`src/rtl/cache_snoop_bus_arbiter.sv`:
```
// Round-robin snoop bus arbiter for the per-core MESI controllers.
// Carries one bus transaction at a time: it broadcasts the command, collects snoop responses and waits out any flush.
//
// state | meaning
// IDLE  | no transaction; arbitrate among requesting cores
// SNOOP | broadcast latched command/address, sample hit/flush responses
// FLUSH | snooper write-back occupying the bus, counter running down
// DONE  | completion pulse and shared indication to the granted core
module cache_snoop_bus_arbiter #(
   parameter int NUM_CORES = 4,
   parameter int ADDR_W    = 32,
   parameter int FLUSH_CYC = 2
) (
   input  logic                        clk,
   input  logic                        rstb,
   input  logic [NUM_CORES-1:0]        req_rd,
   input  logic [NUM_CORES-1:0]        req_rdx,
   input  logic [NUM_CORES-1:0]        req_upgr,
   input  logic [NUM_CORES*ADDR_W-1:0] req_addr,
   input  logic [NUM_CORES-1:0]        snp_hit,
   input  logic [NUM_CORES-1:0]        snp_flush,
   output logic [NUM_CORES-1:0]        snp_rd,
   output logic [NUM_CORES-1:0]        snp_rdx,
   output logic [NUM_CORES-1:0]        snp_upgr,
   output logic [ADDR_W-1:0]           snp_addr,
   output logic [NUM_CORES-1:0]        gnt,
   output logic [NUM_CORES-1:0]        done,
   output logic [NUM_CORES-1:0]        c_out,
   output logic                        busy
);

   localparam int IDX_W = (NUM_CORES > 1) ? $clog2(NUM_CORES) : 1;
   localparam int CNT_W = (FLUSH_CYC > 1) ? $clog2(FLUSH_CYC) : 1;

   typedef enum logic [1:0] {IDLE, SNOOP, FLUSH, DONE} stateT;

   stateT                 state, stateNext;
   logic [NUM_CORES-1:0]  gntR;
   logic [IDX_W-1:0]      gntIdx;
   logic [IDX_W-1:0]      rrPtr;
   logic [2:0]            cmdR;      // one-hot {rdx, upgr, rd}
   logic [ADDR_W-1:0]     addrR;
   logic                  sharedR;
   logic [CNT_W-1:0]      flushCnt;

   logic [NUM_CORES-1:0]  reqAny;
   logic                  pickValid;
   logic [IDX_W-1:0]      pickIdx;
   logic [2:0]            cmdPick;
   logic [ADDR_W-1:0]     addrPick;
   logic                  hitOthers;
   logic                  flushOthers;

   assign reqAny      = req_rd | req_rdx | req_upgr;
   assign hitOthers   = |(snp_hit & ~gntR);
   assign flushOthers = |(snp_flush & ~gntR);

   // First requester strictly after the last winner, wrapping around.
   always_comb begin
      int j;
      j         = 0;
      pickValid = 1'b0;
      pickIdx   = '0;
      for (int k = 1; k <= NUM_CORES; k++) begin
         j = int'(rrPtr) + k;
         if (j >= NUM_CORES) j = j - NUM_CORES;
         if (!pickValid && reqAny[j[IDX_W-1:0]]) begin
            pickValid = 1'b1;
            pickIdx   = j[IDX_W-1:0];
         end
      end
   end

   always_comb begin
      cmdPick  = 3'b001;
      addrPick = req_addr[int'(pickIdx)*ADDR_W +: ADDR_W];
      if (req_rdx[pickIdx])       cmdPick = 3'b100;
      else if (req_upgr[pickIdx]) cmdPick = 3'b010;
   end

   always_ff @(posedge clk) begin
      if (rstb) state <= IDLE;
      else      state <= stateNext;
   end

   always_comb begin
      stateNext = state;
      snp_rd    = '0;
      snp_rdx   = '0;
      snp_upgr  = '0;
      snp_addr  = '0;
      done      = '0;
      c_out     = '0;
      gnt       = gntR;
      busy      = (state != IDLE);
      case (state)
         IDLE: begin
            if (pickValid) stateNext = SNOOP;
         end
         SNOOP: begin
            snp_rd    = {NUM_CORES{cmdR[0]}} & ~gntR;
            snp_upgr  = {NUM_CORES{cmdR[1]}} & ~gntR;
            snp_rdx   = {NUM_CORES{cmdR[2]}} & ~gntR;
            snp_addr  = addrR;
            stateNext = flushOthers ? FLUSH : DONE;
         end
         FLUSH: begin
            if (flushCnt == '0) stateNext = DONE;
         end
         DONE: begin
            done      = gntR;
            c_out     = gntR & {NUM_CORES{sharedR}};
            stateNext = IDLE;
         end
         default: stateNext = IDLE;
      endcase
   end

   always_ff @(posedge clk) begin
      if (rstb) begin
         gntR     <= '0;
         gntIdx   <= '0;
         rrPtr    <= IDX_W'(NUM_CORES - 1);
         cmdR     <= '0;
         addrR    <= '0;
         sharedR  <= 1'b0;
         flushCnt <= '0;
      end else begin
         case (state)
            IDLE: begin
               if (pickValid) begin
                  gntR   <= NUM_CORES'(1) << pickIdx;
                  gntIdx <= pickIdx;
                  cmdR   <= cmdPick;
                  addrR  <= addrPick;
               end
            end
            SNOOP: begin
               sharedR <= hitOthers;
               if (flushOthers) flushCnt <= CNT_W'(FLUSH_CYC - 1);
            end
            FLUSH: begin
               if (flushCnt != '0) flushCnt <= flushCnt - CNT_W'(1);
            end
            DONE: begin
               rrPtr <= gntIdx;
               gntR  <= '0;
            end
            default: ;
         endcase
      end
   end

endmodule

```
`config.mk`:
```
export PLATFORM = sky130hd
export DESIGN_NAME = cache_snoop_bus_arbiter
export DESIGN_NICKNAME = d
export VERILOG_FILES = /design/src/rtl/cache_snoop_bus_arbiter.sv
export SDC_FILE = /design/constraint.sdc
export NUM_CORES = 1
export LEC_CHECK = 0
export ABC_CLOCK_PERIOD_IN_PS = 4200
export BUFFER_PORTS_ARGS = -buffer_cell sky130_fd_sc_hd__buf_2
export CAP_MARGIN = 20
export CORE_MARGIN = 3
export CORE_UTILIZATION = 35
export CTS_CLUSTER_SIZE = 28
export DETAILED_ROUTE_END_ITERATION = 12
export PLACE_DENSITY = 0.7
export SLEW_MARGIN = 20
export SYNTH_ARGS = -nofsm -noshare
export SYNTH_HDL_FRONTEND = slang
export SYNTH_SLANG_ARGS = --single-unit
```
`constraint.sdc`:
```
create_clock -name clk -period 4.2 [get_ports clk]
set_input_delay 0.84 -clock clk [delete_from_list [all_inputs] [get_ports clk]]
set_output_delay 0.84 -clock clk [all_outputs]
set_load 0.03 [all_outputs]
```
==> results of run 1 <==
## worst max path at each step
stage               startpoint   endpoint  slack (ns)  depth (start not counted)
detailed placement   req_rd[3]   addrR[8]        0.79                          7
finish               req_rd[3]   addrR[8]        1.05                          7
global placement     req_rd[3]   addrR[6]        0.98                          7
CTS                  req_rd[3]   addrR[8]        1.08                          7
global route         req_rd[3]   addrR[8]        0.86                          7
floorplan           req_rdx[3]  addrR[10]        1.92                          9
## worst max-delay path: cells and delay by family
family	cells	cell delay, ns
AND/OR/NAND/NOR	2	0.95
AO/OA/AOI/OAI	3	1.08
buffers and inverters	2	0.47
## where the power goes
part	switching (uW)	internal [uW]	total [uW]	leakage (uW)
clock network	151	117	268	0.0000422
registers	115	634	749	0.000389
logic	860	498	1360	0.00156
total	1130	1250	2370	0.00199
## logic make-up (layout without fill, tap and decap cells)
group | after synthesis | count (layout) | share of synthesized area, %
compound gates | 108 | 108 | 30.9
simple gates | 167 | 167 | 27.3
fa+ha+maj | 5 | 5 | 2.08
flops | 47 | 47 | 31.3
mux | 4 | 4 | 1.33
buf+inv | 43 | 228 | 7.15
## area by class of cell
type / instances / area share [%]
clock inverters: 1 / 0.121
inverters: 7 / 0.636
repair buffers: 213 / 26.2
multi-input cells: 284 / 45.2
clock buffers: 7 / 1.85
well taps: 105 / 3.18
flip-flops and latches: 47 / 22.8
## sequential cells by signal, summed over array words and instances, names as in the netlist
signal	cells
addrR	32
cmdR	3
flushCnt	1
gnt	4
gntIdx	2
rrPtr	2
sharedR	1
state	2
## metal layers
metal | routed length, um | vias up | share of wire, % | track usage (%)
met3 | 945 | 12 | 9.3 | 3.89
li1 | - | 1784 | - | -
met5 | 0 | - | 0 | 0
met1 | 4200 | 1662 | 41 | 25.4
met2 | 4900 | 183 | 48 | 34.1
met4 | 148 | 0 | 1.5 | 5.46
## cells in the final DEF, fill, tap and decap left out, types with 6 or more instances in the layout
cell type and n:
buf_2 206, nor2_1 58, dfxtp_1 47, nand2_1 43, and2_1 37, a311oi_1 34, a222oi_1 33, inv_1 7
buf_4 7, a22oi_1 6, o21ai_0 6
## stage by stage
step                      cell area [um2]  hold slack [ns]  power, uW  cells
after detailed placement             4050            0.459       2120    656
final                                4130            0.481       2370    664
after global placement               4050            0.447       2090    656
after CTS                            4130            0.482       2400    664
after global routing                 4130            0.499       2570    664
after floorplan                      3010            0.436       1750    374
==> impl_summary.log, run 1 <==
[metrics] run status: finished clean
[metrics] gpl congestion: 0.844
[metrics] number of design-rule violations left by the first detailed-router iteration: 302
[metrics] area added between synthesis and finish: 37.3%
[metrics] kind of end point of the critical path: flip-flop
[metrics] CP peak stage delay: 0.64 ns
[metrics] unrepaired setup endpoints after global routing: false
[metrics] number of antenna-violating nets in the routed design: 0
[metrics] critical path arrival: 3.34 ns
[metrics] worst reg2reg startpoint: state[0]
[metrics] final worst path period need: 3.15 ns
[metrics] Post-CTS Hold Fix Bufs: 0
[metrics] fraction of post-synthesis cell area in the top cell type by area: 31.3%
[metrics] die area: 9740 um2
[metrics] cell depth of the worst min-delay path: 1
[metrics] sequential cell area: 941 um2
[metrics] master cell of the clock root buffer: clkbuf_8
[metrics] worst min-delay path class: reg -> reg
[metrics] fill cell count: 813
[metrics] total count of hold-check failures in the final report: 0
[metrics] Worst-Skew Late Latency: 0.30 ns
[metrics] unique cell type count in the Yosys netlist: 47
[metrics] vias in the first global route: 3,394
[metrics] Worst Setup Slack, final: 1.05 ns
[metrics] buffer depth of the longest clock path: 2
[metrics] ratio of cells with drive above 1 in the final layout: 41.0%
[metrics] Worst Tran Pin Value: 0.921 ns
[metrics] # Post-CTS Setup Buffers: 0
[metrics] critical path cell sequence: buf_2 -> nor3_2 -> and2_0 -> a22o_1 -> buf_4 -> a222oi_1 -> a311oi_1
[metrics] yosys synthesis warning count: 0
[metrics] fraction of registers with async set/reset: 0%
[metrics] Initial Util: 36.2%
[metrics] most used flip-flop cell after synthesis: dfxtp_1
[metrics] Diodes inserted: 0
[metrics] Layout Nets: 713
[metrics] CTS tree: built
[metrics] Fmax: 0.318 GHz
[metrics] sequential cell area fraction in the yosys report: 31.3%
[metrics] global routing usage summed across all routing layers: 19.8%
[metrics] final number of max-transition violations: 0
[metrics] Layout Skew: 0.00391 ns
[metrics] Sink Count: 47
[metrics] Max-Cap Viols: 0
[metrics] total nets after synthesis: 529
[metrics] Core Rows: 33
[metrics] worst reg2reg setup slack: 1.54 ns
[metrics] capturing point of the worst reg2reg path: addrR[8]
[metrics] number of cells on the worst reg-to-reg path: 7
[metrics] reported leakage power: 0.00199 uW
[metrics] maximum ir drop on the vdd rail: 0.230 mV
[metrics] global-route wire length before repair: 16,100 um
[metrics] Critical Path Start Type: primary input
[metrics] number of antenna violations at the first check in global routing: 0
[metrics] post-layout utilization of the core: 49.8%
[metrics] number of search-and-repair iterations in the first detailed-routing pass: 6
[metrics] pin count of the biggest net entering global routing: 49
[metrics] area of combinational cells with multiple inputs: 1870 um2
[metrics] CTS-repair resized insts: 0
[metrics] CP max stage cell: a22o_1
[metrics] placeable core area: 8300 um2
[metrics] Synth Area per Inst: 8.04 um2
[metrics] hold path startpoint: gntIdx[1]
[metrics] Seq cells post-synth: 47
[metrics] DP HPWL: 7720 um
[metrics] Mapped Cells: 374
[metrics] CP Class: in -> reg
[metrics] Die Y: 98.7 um
[metrics] number of flops mapped to enable cells by yosys: 0
[metrics] total vias in the final route: 3,641
[metrics] leading post-synthesis cells by cell area: dfxtp_1 (31%), a222oi_1 (11%), a311oi_1 (9.9%)
[metrics] clock slew at the register clock pins of the worst setup and hold paths: 0.09 ns
[metrics] share of the cycle needed by the critical path after routing: 75.0%
[metrics] post-synth design cell area: 3010 um2
[metrics] data required time of the critical path: 4.39 ns
[metrics] drt wl/cell: 15.4 um
[metrics] top cell types by occurrence after synthesis: nor2_1 (58), dfxtp_1 (47), nand2_1 (43)
[metrics] Pwr Density: 575 nW/um2
[metrics] DRC violation count after routing: 0
[metrics] final setup violation count: 0
[metrics] floorplan die width: 98.7 um
[metrics] TritonCTS buffer count: 5
[metrics] global route overflow: 0
[metrics] dominant cell by count in the synthesized netlist: nor2_1
[metrics] routed wire length: 10,200 um
[metrics] count of boundary I/O pins: 207
[metrics] CTS H-tree lvls: 2
[metrics] endpoint of the worst hold path: rrPtr[1]
[metrics] total of buffers placed on input and output ports: 206
[metrics] area leader, netlist: dfxtp_1
[metrics] worst setup slack after placement: 0.786 ns
[metrics] accumulated negative setup slack: 0 ns
[metrics] drt via density: 5.48
[metrics] headroom to the max-slew limit: 38.6%
[metrics] highest net fanout along the worst path: 19
(Power assumes the default switching activity.)
==> run 2, diff against run 1 <==
- ABC_CLOCK_PERIOD_IN_PS: 4200 -> 3300
- clock period: 4.2 -> 3.3 ns (I/O delays scaled with it)
==> impl_summary.log, run 2 (synthesis results as in run 1) <==
[metrics] ratio of cells with drive above 1 in the final layout: 41.6%
[metrics] Placed Cells: 660
[metrics] Die Y: 98.7 um
[metrics] endpoint of the most critical setup path: addrR[12]
[metrics] worst reg2reg setup slack: 0.72 ns
[metrics] Max-Cap Viols: 0
[metrics] DP HPWL: 7940 um
[metrics] register name with the most flops: addrR
[metrics] gpl congestion: 0.822
[metrics] drt wl/cell: 15.4 um
[metrics] total count of hold-check failures in the final report: 0
[metrics] Sink Count: 47
[metrics] most frequent standard cell in the layout excluding fill and tap cells: buf_2
[metrics] number of antenna-violating nets in the routed design: 0
[metrics] Post-Place Cell Area: 4080 um2
[metrics] source of the critical timing path: state[0]
[metrics] CTS-repair resized insts: 0
[metrics] pin count of the biggest net entering global routing: 49
[metrics] buffer depth of the longest clock path: 2
[metrics] Critical Path Start Type: flip-flop
[metrics] post-layout utilization of the core: 50.2%
[metrics] clock slew at the register clock pins of the worst setup and hold paths: 0.08 ns
[metrics] Pwr Density: 731 nW/um2
[metrics] floorplan die width: 98.7 um
[metrics] headroom to the max-slew limit: 40.6%
[metrics] drt via density: 5.38
[metrics] global route overflow: 0
[metrics] area added between synthesis and finish: 38.5%
[metrics] critical path arrival: 2.77 ns
[metrics] global-route layer with the greatest usage: met2
[metrics] Post-CTS Hold Fix Bufs: 0
[metrics] number of cells on the worst reg-to-reg path: 7
[metrics] met3 usage: 3.82%
[metrics] DRC violation count after routing: 0
[metrics] CP Class: reg -> reg
[metrics] vias in the first global route: 3,445
[metrics] placeable core area: 8300 um2
[metrics] worst reg2reg startpoint: state[0]
[metrics] highest net fanout along the worst path: 40
[metrics] Worst-Skew Late Latency: 0.29 ns
[metrics] most used cells in the layout excluding fill and tap cells: buf_2 (206), nor2_1 (58), dfxtp_1 (47), nand2_1 (43), and2_1 (37)
[metrics] routed wire length: 10,300 um
[metrics] Worst Tran Pin Value: 0.891 ns
[metrics] # Post-CTS Setup Buffers: 0
[metrics] capturing point of the worst reg2reg path: addrR[12]
[metrics] accumulated negative setup slack: 0 ns
[metrics] Diodes inserted: 0
[metrics] Layout Nets: 717
[metrics] reported leakage power: 0.00202 uW
[metrics] kind of end point of the critical path: flip-flop
[metrics] final number of max-transition violations: 0
[metrics] global-route wire length before repair: 16,100 um
[metrics] master cell of the clock root buffer: clkbuf_8
[metrics] met1 Usage GRT: 24.4%
[metrics] final worst path period need: 2.58 ns
[metrics] CTS H-tree lvls: 2
[metrics] met2 track demand over resource in global routing: 34.9%
[metrics] worst min-delay path class: reg -> reg
[metrics] number of design-rule violations left by the first detailed-router iteration: 206
[metrics] finished layout cell area: 4170 um2
[metrics] flip-flop count of the largest register after layout: 32
[metrics] Initial Util: 36.2%
[metrics] Core Rows: 33
[metrics] number of search-and-repair iterations in the first detailed-routing pass: 7
[metrics] total of buffers placed on input and output ports: 206
[metrics] data required time of the critical path: 3.49 ns
[metrics] Layout Skew: 0.00925 ns
[metrics] total power: 3040 uW
[metrics] CTS tree: built
[metrics] unrepaired setup endpoints after global routing: false
[metrics] maximum ir drop on the vdd rail: 0.243 mV
[metrics] count of boundary I/O pins: 207
[metrics] TritonCTS buffer count: 5
[metrics] final setup violation count: 0
[metrics] share of the cycle needed by the critical path after routing: 78.1%
[metrics] die area: 9740 um2
[metrics] total vias in the final route: 3,587
[metrics] global routing usage summed across all routing layers: 19.6%
[metrics] run status: finished clean
[metrics] Fmax: 0.388 GHz
[metrics] number of antenna violations at the first check in global routing: 0
[metrics] number of standard cells in the final layout excluding fillers: 667
==> run 2: cell count changes in the layout (fill, tap and decap cells not counted), sizes merged <==
cell    before  now
buf        213  217
clkbuf       7    6
==> run 2: cell type report <==
type	count	area, um2
tap	105	131
sequential	47	941
clock buffer	6	82.6
multi-input combinational	284	1870
timing repair buffer	217	1110
inverter	7	26.3
fill	845	4130
clock inverter	1	5.00
==> run 2: per-stage QoR <==
| step | setup slack [ns] | hold slack (ns) |
|---|---|---|
| after floorplan | 1.20 | 0.436 |
| after global placement | 0.612 | 0.453 |
| after detailed placement | 0.461 | 0.468 |
| after CTS | 0.681 | 0.488 |
| after global routing | 0.471 | 0.502 |
| final | 0.721 | 0.481 |
==> run 2: report_power, final <==
group,switching (uW),internal [uW]
clock,186,165
sequential,147,807
combinational,1100,645
==> run 2: critical path, stage by stage, from the launching register on <==
cell      delay [ns]
dfxtp_1         0.35
inv_1           0.12
ha_1            0.33
inv_1           0.19
a31oi_4         0.65
buf_4           0.47
nor2_1          0.08
a311oi_1        0.27
==> run 2: per-layer routing <==
| metal | share of wire [%] | vias up |
|---|---|---|
| met5 | 0 | - |
| met4 | 0.59 | 0 |
| met3 | 7.5 | 4 |
| met2 | 50 | 155 |
| met1 | 42 | 1635 |
| li1 | - | 1793 |
==> run 2: how the worst min path moves through the flow <==
stage / from / endpoint / cells past startpoint
after floorplan: gntIdx[0] / rrPtr[0] / 1
after global placement: gntIdx[0] / rrPtr[0] / 1
after detailed placement: gntIdx[0] / rrPtr[0] / 1
after CTS: gntIdx[1] / rrPtr[1] / 1
after global routing: gntIdx[1] / rrPtr[1] / 1
final: gntIdx[1] / rrPtr[1] / 1
==> run 3, diff against run 2 <==
- ABC_AREA: not set -> 1
- ABC_CLOCK_PERIOD_IN_PS: 3300 -> 2500
- PLACE_DENSITY: 0.7 -> 0.66
- clock period: 3.3 -> 2.5 ns (I/O delays scaled with it)
==> impl_summary.log, run 3 <==
[metrics] run status: finished clean
[metrics] count of boundary I/O pins: 207
[metrics] gpl congestion: 0.884
[metrics] Worst path most repeated cell: nand2_1
[metrics] number of standard cells in the final layout excluding fillers: 955
[metrics] floorplan die width: 108 um
[metrics] accumulated negative setup slack: 0 ns
[metrics] Pwr Density: 1030 nW/um2
[metrics] highest net fanout along the worst path: 14
[metrics] CP Class: reg -> reg
[metrics] CP max stage cell: dfxtp_2
[metrics] register name with the most flops: addrR
[metrics] vias in the first global route: 4,294
[metrics] area leader, netlist: dfxtp_1
[metrics] critical path arrival: 2.51 ns
[metrics] unrepaired setup endpoints after global routing: false
[metrics] number of design-rule violations left by the first detailed-router iteration: 243
[metrics] compound-cell area share of the yosys netlist: 13.6%
[metrics] TritonCTS buffer count: 5
[metrics] final setup violation count: 0
[metrics] worst hold slack after final layout: 0.474 ns
[metrics] Layout Nets: 978
[metrics] post-layout utilization of the core: 49.9%
[metrics] number of antenna-violating nets in the routed design: 0
[metrics] global-route wire length before repair: 19,800 um
[metrics] Core Rows: 36
[metrics] post-synth design cell area: 3630 um2
[metrics] Layout Skew: 0.0100 ns
[metrics] routed wire length: 12,400 um
[metrics] fraction of post-synthesis cell area in the top cell type by area: 25.9%
[metrics] clock slew at the register clock pins of the worst setup and hold paths: 0.08 ns
[metrics] number of flops mapped to enable cells by yosys: 0
[metrics] kind of end point of the critical path: flip-flop
[metrics] synthesized-area fraction occupied by xor and xnor cells: 0%
[metrics] total count of hold-check failures in the final report: 0
[metrics] Largest delay share family, worst path: simple AND/OR/NAND/NOR gates
[metrics] largest family of logic cells by synthesized area: simple AND/OR/NAND/NOR gates
[metrics] Seq cells post-synth: 47
[metrics] most frequent standard cell in the layout excluding fill and tap cells: buf_2
[metrics] proportion of synthesized area in mux cells: 0%
[metrics] simple-gate area share of the yosys netlist: 41.7%
[metrics] share of the cycle needed by the critical path after routing: 91.4%
[metrics] CTS tree: built
[metrics] number of antenna violations at the first check in global routing: 0
[metrics] yosys synthesis warning count: 0
[metrics] Worst Tran Pin Value: 0.542 ns
[metrics] area added between synthesis and finish: 36.3%
[metrics] drt via density: 4.73
[metrics] Initial Util: 36.6%
[metrics] post-synthesis adder-cell area fraction: 1.72%
[metrics] sequential cell area fraction in the yosys report: 25.9%
[metrics] most used flip-flop cell after synthesis: dfxtp_1
[metrics] CP peak stage delay: 0.44 ns
[metrics] Sink Count: 47
[metrics] Fmax: 0.438 GHz
[metrics] DRC violation count after routing: 0
[metrics] die area: 11,600 um2
[metrics] Synth Area per Inst: 5.80 um2
[metrics] maximum ir drop on the vdd rail: 0.380 mV
[metrics] number of search-and-repair iterations in the first detailed-routing pass: 5
[metrics] flip-flop count of the largest register after layout: 32
[metrics] total power: 5100 uW
[metrics] Placed Cells: 948
[metrics] dominant cell by count in the synthesized netlist: nand2_1
[metrics] worst min-delay path class: reg -> reg
[metrics] headroom to the max-slew limit: 63.8%
[metrics] reported leakage power: 0.00319 uW
[metrics] global route overflow: 0
[metrics] Max-Cap Viols: 0
[metrics] Worst-Skew Late Latency: 0.29 ns
[metrics] global routing usage summed across all routing layers: 20.8%
[metrics] Critical Path Start Type: flip-flop
[metrics] buffer depth of the longest clock path: 2
[metrics] placeable core area: 9910 um2
[metrics] critical path cell sequence: inv_4 -> nand3_1 -> nand2_1 -> o21ai_2 -> nor4_4 -> nor2_4 -> inv_2 -> nor2_1 -> nand2_1 -> a21oi_1
[metrics] # Post-CTS Setup Buffers: 0
[metrics] drt wl/cell: 12.9 um
[metrics] ratio of cells with drive above 1 in the final layout: 31.4%
[metrics] fill cell count: 1,063
[metrics] Die Y: 108 um
[metrics] master cell of the clock root buffer: clkbuf_8
[metrics] fraction of registers with async set/reset: 0%
[metrics] total buffers and inverters traversed by the critical path: 2
[metrics] Diodes inserted: 0
[metrics] total vias in the final route: 4,513
[metrics] final number of max-transition violations: 0
[metrics] total nets after synthesis: 781
[metrics] CTS H-tree lvls: 2
[metrics] data required time of the critical path: 2.72 ns
[metrics] total of buffers placed on input and output ports: 206
[metrics] DP HPWL: 9650 um
[metrics] pin count of the biggest net entering global routing: 29
[metrics] most used cells in the layout excluding fill and tap cells: buf_2 (206), nand2_1 (157), nor2_1 (112), inv_1 (108), a21oi_1 (47)
[metrics] unique cell type count in the Yosys netlist: 31
[metrics] leading post-synthesis cells by cell area: dfxtp_1 (26%), nand2_1 (16%), nor2_1 (12%)
[metrics] final worst path period need: 2.28 ns
[metrics] Mapped Cells: 626
[metrics] top cell types by occurrence after synthesis: nand2_1 (157), nor2_1 (112), inv_1 (108)
==> run 3: changes by cell type in the layout (fill, tap and decap cells not counted), sizes merged, moves of 33 or more <==
cell	previous run	this run
nand2	44	167
a222oi	33	0
inv	7	113
nand3	3	45
a311oi	34	0
a21oi	6	47
and2	38	0
nor2	59	119
==> run 3: where the power goes <==
group,leakage (uW),internal [uW],switching [uW]
logic,0.00277,1220,2220
clock network,0.0000371,187,234
registers,0.000389,1040,189
==> run 3: metrics by stage <==
stage	cell area, um2	setup WS, ns
after floorplan	3630	0.444
after global placement	4860	0.0502
after detailed placement	4860	-0.0890
after CTS	4950	0.0841
after global routing	4950	0.00168
final	4950	0.215
==> run 3: layout make-up <==
class | instances | area [um2] | share of cell area, %
Multi-Input combinational cell | 435 | 2090 | 42.3
Timing Repair Buffer | 221 | 1240 | 25.1
Sequential cell | 47 | 943 | 19.1
Inverter | 113 | 429 | 8.67
Tap cell | 133 | 166 | 3.36
Clock buffer | 6 | 72.6 | 1.47
==> run 3: logic make-up after synthesis <==
logic type | Yosys count
simple gates | 345
compound gates | 84
flops | 47
fa+ha+maj | 5
buf+inv | 145
==> run 3: routing by layer <==
| metal | global-route usage (%) | share of wire, % | vias to the layer above |
|---|---|---|---|
| li1 | - | - | 2330 |
| met1 | 25.7 | 42 | 1979 |
| met2 | 37.3 | 49 | 192 |
| met3 | 3.42 | 7.5 | 12 |
| met4 | 5.50 | 1.4 | 0 |
| met5 | 0 | 0 | - |
==> run 3: final timing paths <==
check	startpoint	end	slack [ns]	cells after the start
worst max-delay path	rrPtr[0]	gnt[1]	0.22	10
worst min-delay path	cmdR[0]	cmdR[0]	0.47	2
worst max register to register	rrPtr[0]	gnt[1]	0.22	10
worst min register to register	cmdR[0]	cmdR[0]	0.47	2
==> run 3: timing repair <==
action	in CTS	in global routing
pin swaps	1	0
hold buffers	0	0
setup endpoints to repair	15	37
resized for setup	1	2
gates cloned	1	0
==> run 3: tightest hold or removal path: cells and delay by family (launching register included) <==
family | cells | cell delay (ns)
and+or+nand+nor | 1 | 0.06
DFF | 1 | 0.32
AOI/OAI and AO/OA | 1 | 0.06
